## src/rtl/psg_dcfilt_pkg.sv

```systemverilog
// -----------------------------------------------------------------------------
// psg_dcfilt_pkg
//   Shared definitions for the PSG output conditioning filter.
//   - state_t   : sequencer states (idle, DC removal, low-pass, output)
//   - lp_width  : width of the signed low-pass state for given DW / GAIN_SHL
//   - sat_ow    : signed clamp of a wide value into an OW-bit signed range
// -----------------------------------------------------------------------------
package psg_dcfilt_pkg;

   typedef enum logic [1:0] {
      S_IDLE = 2'd0,
      S_DC   = 2'd1,
      S_LP   = 2'd2,
      S_OUT  = 2'd3
   } state_t;

   // Low-pass state holds the sign-extended, gain-shifted high-pass sample
   // plus one bit of headroom.
   function automatic int unsigned lp_width(input int unsigned dw,
                                            input int unsigned gain_shl);
      return dw + 32'd2 + gain_shl;
   endfunction

   // Clamp v into [-2^(ow-1), 2^(ow-1)-1]; v is carried sign-extended in 64 bits.
   function automatic logic signed [63:0] sat_ow(input logic signed [63:0] v,
                                                 input int unsigned      ow);
      logic signed [63:0] hi;
      logic signed [63:0] lo;
      hi = (64'sd1 <<< (ow - 32'd1)) - 64'sd1;
      lo = -(64'sd1 <<< (ow - 32'd1));
      if (v > hi) begin
         return hi;
      end else if (v < lo) begin
         return lo;
      end else begin
         return v;
      end
   endfunction

endpackage

```

## src/rtl/psg_dcfilt_sat.sv

```systemverilog
// -----------------------------------------------------------------------------
// psg_dcfilt_sat
//   Combinational signed clamp from the LW-bit low-pass state to the OW-bit
//   signed output range.
//   Ports:
//     lp_i  : signed LW-bit input value
//     sat_o : signed OW-bit saturated value
// -----------------------------------------------------------------------------
module psg_dcfilt_sat
   import psg_dcfilt_pkg::*;
#(
   parameter int unsigned LW = 17,
   parameter int unsigned OW = 16
) (
   input  logic signed [LW-1:0] lp_i,
   output logic signed [OW-1:0] sat_o
);

   always_comb begin
      sat_o = OW'(sat_ow(64'(lp_i), OW));
   end

endmodule

```

## src/rtl/psg_dcfilt.sv

```systemverilog
// -----------------------------------------------------------------------------
// psg_dcfilt
//   Output conditioning stage behind the PSG core. Each sample strobe latches
//   the unsigned sound word, removes its DC offset with a shift-based running
//   average, applies a left-shift gain and a one-pole low-pass, saturates and
//   presents a signed sample with a one-clock valid pulse.
//
//   Build option:
//     PSG_DCFILT_PRELOAD_EN : the first sample after reset preloads the DC
//                             tracker so no initial step reaches the output.
//
//   Ports:
//     rst_n      : asynchronous active-low reset
//     clk        : clock, rising edge
//     clk_en     : clock enable; all state advances only when high
//     sample     : new-sample strobe, qualified by clk_en
//     din        : unsigned DW-bit PSG sound word
//     dout       : signed OW-bit filtered sample
//     dout_valid : one-clock pulse when dout updates
//     overrun    : sticky, set when a strobe arrives while a sample is in flight
// -----------------------------------------------------------------------------
module psg_dcfilt
   import psg_dcfilt_pkg::*;
#(
   parameter int unsigned DW       = 10,
   parameter int unsigned OW       = 16,
   parameter int unsigned DCSHIFT  = 10,
   parameter int unsigned GAIN_SHL = 5,
   parameter int unsigned LPSHIFT  = 2
) (
   input  logic                 rst_n,
   input  logic                 clk,
   input  logic                 clk_en,
   input  logic                 sample,
   input  logic [DW-1:0]        din,
   output logic signed [OW-1:0] dout,
   output logic                 dout_valid,
   output logic                 overrun
);

   localparam int unsigned AW = DW + DCSHIFT;
   localparam int unsigned LW = lp_width(DW, GAIN_SHL);
   localparam int unsigned SW = DW + 1 + GAIN_SHL;

   state_t                state_q, state_d;
   logic [DW-1:0]         x_q, x_d;
   logic [AW-1:0]         acc_q, acc_d;
   logic signed [DW:0]    hp_q, hp_d;
   logic signed [LW-1:0]  lp_q, lp_d;
   logic                  first_q, first_d;
   logic signed [OW-1:0]  dout_q, dout_d;
   logic                  valid_q, valid_d;
   logic                  ovr_q, ovr_d;

   logic [DW-1:0]         avg;
   logic [AW-1:0]         acc_upd;
   logic signed [DW:0]    hp_new;
   logic signed [SW-1:0]  scaled;
   logic signed [LW:0]    lp_diff;
   logic signed [LW:0]    lp_step;
   logic signed [LW-1:0]  lp_next;
   logic signed [OW-1:0]  sat_val;

   // Datapath terms
   always_comb begin
      avg     = acc_q[AW-1:DCSHIFT];
      // acc never exceeds x<<DCSHIFT range, so modular AW-bit math is exact.
      acc_upd = acc_q + AW'(x_q) - AW'(avg);
      hp_new  = $signed({1'b0, x_q}) - $signed({1'b0, avg});
      scaled  = SW'(hp_q) <<< GAIN_SHL;
      // One extra bit so scaled - lp cannot overflow before the shift.
      lp_diff = (LW+1)'(scaled) - (LW+1)'(lp_q);
      lp_step = lp_diff >>> LPSHIFT;
      if (LPSHIFT == 0) begin
         lp_next = LW'(scaled);
      end else begin
         lp_next = lp_q + LW'(lp_step);
      end
   end

   psg_dcfilt_sat #(
      .LW (LW),
      .OW (OW)
   ) u_sat (
      .lp_i  (lp_q),
      .sat_o (sat_val)
   );

   // Sequencer: next state and register updates
   always_comb begin
      state_d = state_q;
      x_d     = x_q;
      acc_d   = acc_q;
      hp_d    = hp_q;
      lp_d    = lp_q;
      first_d = first_q;
      dout_d  = dout_q;
      valid_d = 1'b0;
      ovr_d   = ovr_q;

      if (clk_en) begin
         if (sample && (state_q != S_IDLE)) begin
            ovr_d = 1'b1;
         end

         case (state_q)
            S_IDLE: begin
               if (sample) begin
                  x_d     = din;
                  state_d = S_DC;
               end
            end
            S_DC: begin
               hp_d    = hp_new;
               acc_d   = acc_upd;
               first_d = 1'b0;
`ifdef PSG_DCFILT_PRELOAD_EN
               if (first_q) begin
                  acc_d = AW'(x_q) << DCSHIFT;
                  hp_d  = '0;
               end
`endif
               state_d = S_LP;
            end
            S_LP: begin
               lp_d    = lp_next;
               state_d = S_OUT;
            end
            S_OUT: begin
               dout_d  = sat_val;
               valid_d = 1'b1;
               state_d = S_IDLE;
            end
            default: begin
               state_d = S_IDLE;
            end
         endcase
      end
   end

   always_ff @(posedge clk or negedge rst_n) begin
      if (!rst_n) begin
         state_q <= S_IDLE;
         x_q     <= '0;
         acc_q   <= '0;
         hp_q    <= '0;
         lp_q    <= '0;
         first_q <= 1'b1;
         dout_q  <= '0;
         valid_q <= 1'b0;
         ovr_q   <= 1'b0;
      end else begin
         state_q <= state_d;
         x_q     <= x_d;
         acc_q   <= acc_d;
         hp_q    <= hp_d;
         lp_q    <= lp_d;
         first_q <= first_d;
         dout_q  <= dout_d;
         valid_q <= valid_d;
         ovr_q   <= ovr_d;
      end
   end

   assign dout       = dout_q;
   assign dout_valid = valid_q;
   assign overrun    = ovr_q;

endmodule

```

## config.mk

```make
export PLATFORM = sky130hd
export DESIGN_NAME = psg_dcfilt
export DESIGN_NICKNAME = d
export VERILOG_FILES = /design/src/rtl/psg_dcfilt_pkg.sv /design/src/rtl/psg_dcfilt_sat.sv /design/src/rtl/psg_dcfilt.sv
export SDC_FILE = /design/constraint.sdc
export NUM_CORES = 1
export LEC_CHECK = 0
export ABC_AREA = 0
export CORE_MARGIN = 3
export CORE_UTILIZATION = 57
export CTS_BUF_LIST = sky130_fd_sc_hd__clkbuf_8
export CTS_CLUSTER_SIZE = 40
export DETAILED_ROUTE_END_ITERATION = 6
export GPL_TIMING_DRIVEN = 0
export PLACE_DENSITY = 0.8
export REMOVE_ABC_BUFFERS = 1
export SLEW_MARGIN = 5
export SYNTH_ARGS = -nofsm -noshare
export SYNTH_HDL_FRONTEND = slang
export SYNTH_SLANG_ARGS = --single-unit
```

## constraint.sdc

```tcl
create_clock -name clk -period 3.5 [get_ports clk]
set_input_delay 1.05 -clock clk [delete_from_list [all_inputs] [get_ports clk]]
set_output_delay 1.05 -clock clk [all_outputs]
set_load 0.005 [all_outputs]
```

# Word-level counts from Yosys, hierarchy flattened
# Index checks and enable logic that the tools add are counted.
# word_totals
register_bits	78
inputBits	14
# op_classes
n_lt_le_gt_ge	2
n_reduce_logical	9
addsub	5
mux	6
n_eq_ne	4
# op_table
cell	count
16-bit two-way mux	2
20-bit by 10-bit adder with 20-bit output	1
20-bit by 10-bit subtractor with 20-bit output	1
16-bit by 17-bit subtractor with 18-bit output	1
17-bit by 16-bit adder with 17-bit output	1
17-bit by 16-bit > comparator with 1-bit output (second input constant)	1
17-bit by 16-bit less-than comparator with 1-bit output (second input constant)	1
10-bit by 10-bit subtractor with 11-bit output	1
2-bit AND reduction	5
2-bit one-hot mux with 4 select lines	1
2-bit == test (second input constant)	2
3-bit AND reduction	1
2-bit by 1-bit == test with 1-bit output (second input constant)	1
2-bit zero test	1
1-bit two-way mux	2
2-bit two-way mux	1
2-bit inequality test (second input constant)	1
2-bit nonzero test	1
1-bit logical AND	1

# Depth between registers and ports, before layout
# logic_depth
depth_word	3
depth_mapped	19

# By module
# Synthesis repeated with hierarchy kept, for this count alone.
# unflattened
hier_cells	693
hier_area_um2	6100.9
# modules_own_cells
module	seq_area_each_um2	area_per_inst_um2	n_inst	cells_per_inst
psg_dcfilt	1951.9	5840.6	1	643
psg_dcfilt_sat	0.0	260.2	1	50

# Worst setup path after synthesis
# Ideal clock, no wire load.
# synth_timing
kind	register -> register
startpoint	register lp_q[2]
endpoint	register lp_q[15]
slack_ps	-23
n_path_buf	0
t_required_ps	3366
path_stages_with_launch	18
arrival_ps	3388
path_cell_list	dfrtp_1 or4_1 o211ai_2 o21a_1 nor2_1 nor2b_1 o21a_1 nor2_1 xnor2_1 ha_1 nand3_1 or2_2 o22a_1 nand4_1 o211ai_1 o21ai_0 xnor2_1 o21ai_0
# synth_via
elab_chain_cells	2
# synth_rtl
item	line	source
start, declared	psg_dcfilt.sv:49	logic signed [LW-1:0] lp_q, lp_d;
start signal, assigned	psg_dcfilt.sv:157	lp_q <= lp_d;
16-bit by 17-bit subtractor with 18-bit output	psg_dcfilt.sv:72	lp_diff = (LW+1)'(scaled) - (LW+1)'(lp_q);
17-bit by 16-bit adder with 17-bit output *	psg_dcfilt.sv:77	lp_next = lp_q + LW'(lp_step);
# Mark *: on every way between the ends. The rest lies on a longest branch, timed or not.
# A chain may end at the register's enable or synchronous reset.

# Final worst setup path
# Same ends and word-level chain as after synthesis.

==> impl_results.md <==
* Final HPWL DP at 9611 µm
* CP endpoint: lp_q[15]
* CTS sink count at 78
* Total number of vias at 4,951
* WHS at 0.4818 ns
* Final Core Density at 71.04%
* Fin worst setup slack at -0.1379 ns
* N_diodes at 0
* R2R setup slack at -0.14 ns
* Die Wd at 107.7 µm
* TritonCTS clock tree: done
* Synthesized instance count at 664
* Worst Path Arrival at 3.85 ns
* Most used flip-flop cell after synthesis: dfrtp_1
* Most common cell after layout, fill and taps aside: inv_1
* Asr flop ratio synth at 100.0%
* RSZ-0062 raised after global routing: yes
* Max Cap Violations at 0
* Worst hold path type: flip-flop to flip-flop
* Register-to-Register Path Depth at 17
* Max Root-Sink Buffers at 2
* Distinct cells, synth at 56
* FF+latch count, synth at 78
* Die Height at 107.7 µm
* Vias in the first global route at 5,001
* Synth area leader: dfrtp_1
* GR Overflow Total at 0
* GRT Resource Usage Total at 24.27%
* CP Buf/Inv Count at 0
* Nets at 812
* RePlAce Congestion at 0.9271
* Slew @ Worst Pin at 0.9027 ns
* Critical path depth in cells at 17
* Clk slew on worst S/H paths at 0.09 ns
* Die footprint at 11,590 µm²
* Critical-path cell list: or4_4 > o211ai_4 > o21a_1 > nor2_2 > nor2b_2 > o21a_1 > nor2_2 > xnor2_1 > ha_1 > nand3_2 > or2_4 > o22a_1 > nand4_1 > o211ai_1 > o21ai_1 > xnor2_1 > o21ai_1
* Pins over their slew limit at 0
* Outcome: finished with violations
* DRC at 0
* Crit. Startpoint: lp_q[2]
* Fillcell total at 747
* Req. time, crit path at 3.71 ns
* Post-synth EDFFs at 0
* Layout cells sized above 1 at 16.48%
* Max Freq at 274.9 MHz
* Failing checks: setup timing
* Clock Tree Root: clkbuf_8
* First-pass GRT wire length at 22,530 µm
* Area growth from synthesis to final layout at 19.47%
* Average size of a mapped cell at 8.873 µm²
* Row count at 36
* Slew headroom at 39.67%
* Critical Path Source Type: flip-flop
* Commonest non-fill, non-tap cells in the layout: inv_1, nand2_1, dfrtp_1
* Slowest stage cell, crit path: or4_4
* Avg WL per Cell at 15.82 µm
* Synthesized area at 5892 µm²
* Top cell type's share of synthesized area at 33.13%
* I/O pin cnt at 32
* H-tree levels at 3
* Router iterations before antenna repair at 5
* DRT iter0 DRCs at 205
* Antenna violations before repair at 0
* Crit path capture type: flip-flop
* Top post-synthesis cells by area: dfrtp_1, ha_1, o21ai_0, inv_1, nand2_1
* Final Hold Fails at 0
* PortBufs at 31
* Hold Buf Count CTS at 0
* FF-to-FF Start: lp_q[2]
* Yosys warning count at 0
* Worst stage delay on the critical path at 0.58 ns
* Crit Path Category: flip-flop to flip-flop
* Total CTS buffers at 9
* Final setup fails at 3
* DR vias/cell at 5.750
* Crit path time final at 3.638 ns
* Starting density of the core at 59.46%
* Final cycle utilization of the critical path at 103.9%
* Maximum number of pins on one net before global-route repair at 48
* Max FO, Critical Path at 3
* Register area share after synthesis at 33.13%
* Worst r2r dst: lp_q[15]
* Top delay family on crit path: simple AND/OR/NAND/NOR gates
* Core Box Area at 9910 µm²
* DRT Wirelength at 13,620 µm
* Final clock skew at 0.01266 ns
* Worst-skew pair later-pin latency at 0.36 ns
* Antenna Nets Post-Route at 0
==> repair_timing <==
action	CTS	global route
setup buffers	17	11
endpoints found under the setup margin	10	10
resized for setup	28	32
pin swaps	19	31
==> worst min path at each step <==
| stage | from | end | slack, ns | cells after the start |
|---|---|---|---|---|
| after floorplan | acc_q[4] | acc_q[4] | 0.45 | 1 |
| after global placement | overrun | overrun | 0.45 | 1 |
| after detailed placement | dout[7] | dout[7] | 0.47 | 2 |
| after CTS | dout[7] | dout[7] | 0.49 | 2 |
| after global routing | dout[7] | dout[7] | 0.51 | 2 |
| final | dout[11] | dout[11] | 0.48 | 2 |
==> state kept, by name, indices dropped and copies added (netlist names) <==
register and cells:
acc_q 20, dout 16, dout_valid 1, hp_q 11
lp_q 17, overrun 1, state_q 2, x_q 10
==> area by class of cell <==
type / instances / area, µm² / area share (%)
Clock inverter: 6 / 46.29 / 0.6577
Inverter: 82 / 307.8 / 4.373
Timing Repair Buffer: 61 / 565.5 / 8.034
Tap cell: 133 / 166.4 / 2.364
Multi-Input combinational cell: 491 / 3857 / 54.80
Clock buffer: 10 / 137.6 / 1.955
Sequential cell: 78 / 1958 / 27.82
==> through the flow <==
stage | setup slack (ns) | area, µm² | std cells | setup TNS [ns]
2_1_floorplan | -0.03961 | 5843 | 651 | -0.03961
3_3_place_gp | -1.422 | 6320 | 815 | -116.88
3_5_place_dp | -0.4620 | 6360 | 817 | -1.630
4_1_cts | -0.01684 | 6799 | 850 | -0.03355
5_1_grt | -0.2973 | 7039 | 861 | -0.9221
6_report | -0.1379 | 7039 | 861 | -0.3650
==> cells in the mapped netlist, drive strengths merged, types with 12 or more instances <==
| cell type | number |
|---|---|
| xnor2 | 21 |
| ha | 63 |
| nor2 | 30 |
| o31ai | 12 |
| a21o | 13 |
| o21ai | 70 |
| nand2 | 76 |
| dfrtp | 78 |
| a21oi | 37 |
| inv | 80 |
| nor3 | 12 |
| clkbuf | 13 |
| xor2 | 20 |
| mux2 | 17 |
| fa | 12 |
==> worst min-delay path: stages, from the launching register on <==
cell	delay, ns
dfrtp_1	0.35
nand2_1	0.04
o21ai_0	0.06
==> cell families (layout without fill, tap and decap cells) <==
| group | count (synthesis) | in the layout | share of synthesized area (%) |
|---|---|---|---|
| AOI/OAI and AO/OA | 184 | 184 | 19.69 |
| adders and majority gates | 83 | 83 | 18.82 |
| DFF | 78 | 78 | 33.13 |
| xor gates and xnor gates | 41 | 41 | 6.095 |
| muxes | 18 | 18 | 3.419 |
| and+or+nand+nor | 165 | 165 | 12.81 |
| buffers and inverters | 95 | 159 | 6.052 |
==> layer usage <==
layer | up-vias | share of wire, % | track usage, %
met3 | 41 | 3.1 | 3.359
met4 | 0 | 3.4 | 10.73
met5 | - | 0 | 0
met2 | 111 | 51 | 42.98
met1 | 2380 | 42 | 29.21
li1 | 2419 | - | -
Power is left out: the tool's default activity adds up to more than one toggle a clock period on the data nets, which glitch-free logic cannot reach.
